## src/rtl/decode_stage.sv

```systemverilog
// decode_stage: register file with write-first bypass, control/immediate decode and the
// ID/EX register, with valid/ready handshake, load-use stall and flush.
module decode_stage #(
    parameter int XLEN = 32,
    parameter int NREG = 32,
    localparam int AW = $clog2(NREG)
) (
    input  logic            clk,
    input  logic            rst,
    input  logic            flush,
    input  logic            in_valid,
    output logic            in_ready,
    input  logic [31:0]     inst,
    input  logic [XLEN-1:0] in_pc,
    input  logic            wb_en,
    input  logic [AW-1:0]   wb_addr,
    input  logic [XLEN-1:0] wb_data,
    output logic            out_valid,
    input  logic            out_ready,
    output logic [XLEN-1:0] out_pc,
    output logic [XLEN-1:0] out_rs1_data,
    output logic [XLEN-1:0] out_rs2_data,
    output logic [AW-1:0]   out_rs1,
    output logic [AW-1:0]   out_rs2,
    output logic [AW-1:0]   out_rd,
    output logic [XLEN-1:0] out_imm,
    output logic [1:0]      out_ALUOp,
    output logic            out_RegWrite,
    output logic            out_ALUSrc,
    output logic            out_MemWrite,
    output logic            out_MemRead,
    output logic            out_MemtoReg,
    output logic [1:0]      out_Branch,
    output logic            out_is_jal,
    output logic            out_illegal
);
    logic [XLEN-1:0] r_rf [NREG];
    logic            r_valid;
    logic [XLEN-1:0] r_pc, r_rs1_data, r_rs2_data, r_imm;
    logic [AW-1:0]   r_rs1, r_rs2, r_rd;
    logic [10:0]     r_ctrl;
    logic [AW-1:0]   w_rs1, w_rs2, w_rd;
    logic [10:0]     w_ctrl;
    logic [XLEN-1:0] w_imm, w_rs1_data, w_rs2_data;
    logic            w_use1, w_use2, w_hazard, w_advance, w_accept, w_wr;

    assign w_rs1 = inst[15 +: AW];
    assign w_rs2 = inst[20 +: AW];
    assign w_rd  = inst[7 +: AW];

    // ctrl = {ALUOp[1:0], RegWrite, ALUSrc, MemWrite, MemRead, MemtoReg, Branch[1:0], is_jal, illegal}
    always_comb begin
        w_ctrl = 11'b00000000001;
        w_imm  = '0;
        w_use2 = 1'b0;
        case (inst[6:0])
            7'b0110011: begin w_ctrl = 11'b10100000000; w_use2 = 1'b1; end
            7'b0010011: begin w_ctrl = 11'b11110000000; w_imm = XLEN'($signed(inst[31:20])); end
            7'b0000011: begin w_ctrl = 11'b00110110000; w_imm = XLEN'($signed(inst[31:20])); end
            7'b0100011: begin
                w_ctrl = 11'b00011000000;
                w_use2 = 1'b1;
                w_imm  = XLEN'($signed({inst[31:25], inst[11:7]}));
            end
            7'b1100011: begin
                w_ctrl = {9'b010000000, inst[14] ? 2'b10 : 2'b01, 2'b00} >> 2;
                w_ctrl = {2'b01, 5'b00000, inst[14] ? 2'b10 : 2'b01, 2'b00};
                w_use2 = 1'b1;
                w_imm  = XLEN'($signed({inst[31], inst[7], inst[30:25], inst[11:8], 1'b0}));
            end
            7'b1101111: begin
                w_ctrl = 11'b00100001110;
                w_imm  = XLEN'($signed({inst[31], inst[19:12], inst[20], inst[30:21], 1'b0}));
            end
            default: ;
        endcase
    end

    assign w_use1     = ~w_ctrl[1] & ~w_ctrl[0];
    assign w_wr       = wb_en && wb_addr != '0;
    assign w_rs1_data = w_rs1 == '0 ? '0 : (wb_en && wb_addr == w_rs1) ? wb_data : r_rf[w_rs1];
    assign w_rs2_data = w_rs2 == '0 ? '0 : (wb_en && wb_addr == w_rs2) ? wb_data : r_rf[w_rs2];
    assign w_hazard   = r_valid & r_ctrl[5] & (r_rd != '0) & in_valid &
                        ((w_use1 & (w_rs1 == r_rd)) | (w_use2 & (w_rs2 == r_rd)));
    assign w_advance  = ~r_valid | out_ready;
    assign w_accept   = w_advance & in_valid & ~w_hazard;
    assign in_ready   = rst & (flush | (w_advance & ~w_hazard));

    always_ff @(posedge clk) begin
        if (!rst) begin
            for (int i = 0; i < NREG; i++) r_rf[i] <= '0;
            r_valid    <= 1'b0;
            r_pc       <= '0;
            r_rs1_data <= '0;
            r_rs2_data <= '0;
            r_imm      <= '0;
            r_rs1      <= '0;
            r_rs2      <= '0;
            r_rd       <= '0;
            r_ctrl     <= '0;
        end else begin
            if (w_wr) r_rf[wb_addr] <= wb_data;
            if (flush) begin
                r_valid <= 1'b0;
            end else if (w_advance) begin
                r_valid <= w_accept;
                if (w_accept) begin
                    r_pc       <= in_pc;
                    r_rs1_data <= w_rs1_data;
                    r_rs2_data <= w_rs2_data;
                    r_imm      <= w_imm;
                    r_rs1      <= w_rs1;
                    r_rs2      <= w_rs2;
                    r_rd       <= w_rd;
                    r_ctrl     <= w_ctrl;
                end
            end else begin
                // a held instruction must not keep a stale operand across a writeback
                if (w_wr && wb_addr == r_rs1) r_rs1_data <= wb_data;
                if (w_wr && wb_addr == r_rs2) r_rs2_data <= wb_data;
            end
        end
    end

    assign out_valid    = r_valid;
    assign out_pc       = r_pc;
    assign out_rs1_data = r_rs1_data;
    assign out_rs2_data = r_rs2_data;
    assign out_imm      = r_imm;
    assign out_rs1      = r_rs1;
    assign out_rs2      = r_rs2;
    assign out_rd       = r_rd;
    assign {out_ALUOp, out_RegWrite, out_ALUSrc, out_MemWrite, out_MemRead, out_MemtoReg,
            out_Branch, out_is_jal, out_illegal} = r_ctrl;
endmodule

```

## config.mk

```make
export PLATFORM = sky130hd
export DESIGN_NAME = decode_stage
export DESIGN_NICKNAME = d
export VERILOG_FILES = /design/src/rtl/decode_stage.sv
export SDC_FILE = /design/constraint.sdc
export NUM_CORES = 2
export LEC_CHECK = 0
export ABC_CLOCK_PERIOD_IN_PS = 11800
export BUFFER_PORTS_ARGS = -buffer_cell sky130_fd_sc_hd__buf_2
export CAP_MARGIN = 40
export CORE_ASPECT_RATIO = 0.7
export CORE_MARGIN = 10
export CORE_UTILIZATION = 56
export DETAILED_ROUTE_END_ITERATION = 6
export PLACE_DENSITY = 0.74
export SETUP_SLACK_MARGIN = 0.2
export SYNTH_ARGS = -nofsm -noshare
export SYNTH_HDL_FRONTEND = slang
export SYNTH_SLANG_ARGS = --single-unit
```

## constraint.sdc

```tcl
create_clock -name clk -period 11.8 [get_ports clk]
set_input_delay 1.18 -clock clk [delete_from_list [all_inputs] [get_ports clk]]
set_output_delay 1.18 -clock clk [all_outputs]
set_load 0.05 [all_outputs]
```

==> results.py <==
metrics = {
    "timing": {
        "fmax_ghz": 0.218,
        "fin_crit_ns": 4.59,
        "tns_ns": 0,
        "maxSlewViolCount": 0,
        "worst_slack_ns": 7.21,
        "rsz0062_at_grt": "no",
        "tightest_slew_ns": 1.13,
        "hold_viol": 0,
        "setup_viol": 0,
        "min_period_over_period_pct": 38.9,
        "slew_headroom_pct": 24.8,
        "skew_ns": 0.0192,
    },
    "clock_network": {
        "cts_root_buffer": "clkbuf_16",
        "clkLatencyLatePin_ns": 0.72,
        "cts_setup_buffers": 0,
        "cts.clk_slew.worst_paths_ns": 0.07,
        "numCtsBuffers": 109,
        "clock_sinks": 1167,
        "cts_max_level": 3,
        "cts_hold_buf": 0,
        "cts_tree": "built",
        "clockBufferDepth": 3,
        "cts_resized": 0,
    },
    "layout": {
        "drive_above_1_share_pct": 26.5,
        "syn2layout_area_growth_pct": 11.2,
        "final_core_util_pct": 62.8,
        "final_nets": 4361,
        "most-common-layout-cells": "edfxtp_1, and2_1, mux4_2",
        "layout_commonest_cell": "edfxtp_1",
    },
    "grt": {
        "grt_use_met3_pct": 9.83,
        "grt_max_degree": 113,
        "use_met2_pct": 47.8,
        "grt_pass1_wl_mm": 284,
        "antenna_found_initial": 7,
        "busiest_layer": "met2",
        "grtUsageMet1_pct": 43.5,
        "overflow": 0,
        "grt_pass1_vias": 40578,
        "grt_usage_pct": 32.2,
    },
    "floorplan": {
        "row_count": 100,
        "fp.dieH_um": 294,
        "dieArea_mm2": 0.121,
        "dieWidth_um": 411,
        "core_mm2": 0.106,
        "io_pins": 263,
        "start_util_pct": 56.5,
    },
    "power_and_ir_drop": {
        "powerDensity_mw_per_mm2": 146,
        "switching_share_pct": 25.6,
        "ir_drop_uv": 125,
        "power_frac_comb_pct": 12.6,
        "leakagePower_nw": 23.8,
        "clkPwrFrac_pct": 37.7,
        "power.switching_mw": 2.50,
        "pwr-share-seq_pct": 49.8,
        "p_int_mw": 7.25,
    },
    "worst_setup_path": {
        "path_max_fanout": 104,
        "crit_start": "inst[16]",
        "cp.required_ns": 10.62,
        "worstSetupStartpointType": "input port",
        "arrival_ns": 3.41,
        "endpoint_kind": "output port",
        "crit_type": "input port to output port",
        "reg2reg_from": "out_rd[0]",
    },
    "placed_design": {
        "routabilityCongestion": 0.886,
        "io_buffers": 262,
        "pre_cts_ws_ns": 6.88,
        "hpwlAfterDp_mm": 116,
    },
    "detailed_routing": {
        "wl_per_cell_um": 34.4,
        "num_vias": 40811,
        "routed_wl_mm": 199,
        "drt_iter0_drc": 6478,
        "avgViaCountPerCell": 7.06,
        "drtAntennaViolNets": 0,
        "drt_pass1_iterations": 6,
        "post-route-drc-count": 0,
    },
    "run": {
        "drv_cap": 0,
    },
    "worst_hold_path": {
        "holdCritStartpoint": "out_pc[0]",
        "hp-class": "flip-flop to flip-flop",
    },
    "logic_synthesis": {
        "ys_ff_latch": 1167,
        "synth-warning-count": 0,
        "avgSynthCellArea_um2": 14.3,
        "syn-cell-area_mm2": 0.0600,
        "synth_cells": 4192,
        "ys_types": 58,
        "ys_seq_area_share_pct": 56.0,
        "synth-edff-count": 1024,
        "ys.flop_type": "edfxtp_1",
        "async_flop_share_pct": 0,
    },
    "run_status": {
        "outcome": "complete, no violations",
    },
}
[stage by stage]
step	area [um2]	power (mW)	hold WS (ns)	cells
6_report	66800	9.74	0.453	5780
5_1_grt	66800	9.96	0.473	5777
4_1_cts	66800	9.71	0.452	5775
3_5_place_dp	63100	6.12	0.443	5571
3_3_place_gp	62800	6.07	0.438	5556
2_1_floorplan	60200	5.69	0.675	4223
[synthesized netlist by cell type, drive strengths merged (2+ instances only)]
library cell	n	area, um2
nand3	29	145
mux2	6	67.6
nor3	29	145
a221oi	16	140
nor2b	25	156
or2	2	12.5
and2	1001	6260
nand3b	4	30.0
o21ai	45	225
a21o	52	390
o211ai	58	435
and3	2	12.5
mux2i	31	310
a221o	4	40.0
or4	4	30.0
o21a	3	22.5
nand4	8	56.3
nor2	66	248
edfxtp	1024	30700
xnor2	17	149
nor4	10	81.3
nand2b	8	50.1
mux4	503	11300
buf	153	807
dfxtp	143	2860
inv	5	18.8
o221ai	3	26.3
a22oi	268	2010
or3	2	12.5
o221a	6	67.6
o211a	58	581
clkbuf	314	1180
a21oi	58	290
or3b	2	17.5
a2111oi	2	17.5
a211oi	20	155
nand2	186	698
xor2	13	114
[final timing paths]
kind                            slack (ns)  depth (start not counted)          endpoint
worst max-delay path                  7.21                          7          in_ready
worst max register to register        8.31                          7  out_rs1_data[17]
worst min-delay path                  0.45                          2         out_pc[0]
worst min register to register        0.45                          2         out_pc[0]
[flip-flops by register name (all words and copies together), names as in the netlist]
| name | count |
|---|---|
| out_imm | 21 |
| out_pc | 32 |
| out_rd | 5 |
| out_rs1 | 5 |
| out_rs1_data | 32 |
| out_rs2 | 5 |
| out_rs2_data | 32 |
| out_valid | 1 |
| r_ctrl | 10 |
| r_rf | 1024 |
[power by group through the flow]
stage                     Clock (mW)  Sequential, mW  Combinational (mW)
after floorplan                    0            4.98               0.711
after global placement             0            4.91                1.17
after detailed placement           0            4.92                1.19
after CTS                       3.68            4.84                1.20
after global routing            3.83            4.86                1.27
final                           3.67            4.85                1.22
[per-layer routing]
metal / vias to the layer above / wire (um)
li1: 16162 / -
met1: 20524 / 70500
met2: 3502 / 88600
met3: 619 / 29100
met4: 4 / 10700
met5: - / 26
[cell families (layout without fill, tap and decap cells)]
family,Yosys count,after routing,share of synthesized area [%]
flops,1167,1167,56.0
xor+xnor,30,30,0.438
buf+inv,472,596,3.34
simple gates,1380,1380,13.3
compound gates,602,602,7.46
mux,540,540,19.5
other cells,1,37,0.00625
[critical path, cell delays in order]
cell	delay, ns
buf_8	0.73
xor2_1	0.23
nor4_1	0.08
a2bb2oi_1	0.38
o21ai_0	0.19
a21oi_1	0.26
buf_2	0.32
[final cells by class]
type,count,area [um2]
Sequential cell,1167,33600
Timing Repair Buffer,387,2580
Clock inverter,66,632
Antenna cell,5,12.5
Multi-Input combinational cell,2584,25100
Clock buffer,138,3010
Inverter,5,21.3
Fill cell,7675,39600
Tap cell,1428,1790
Note: power is estimated with default switching activity, not from simulation.
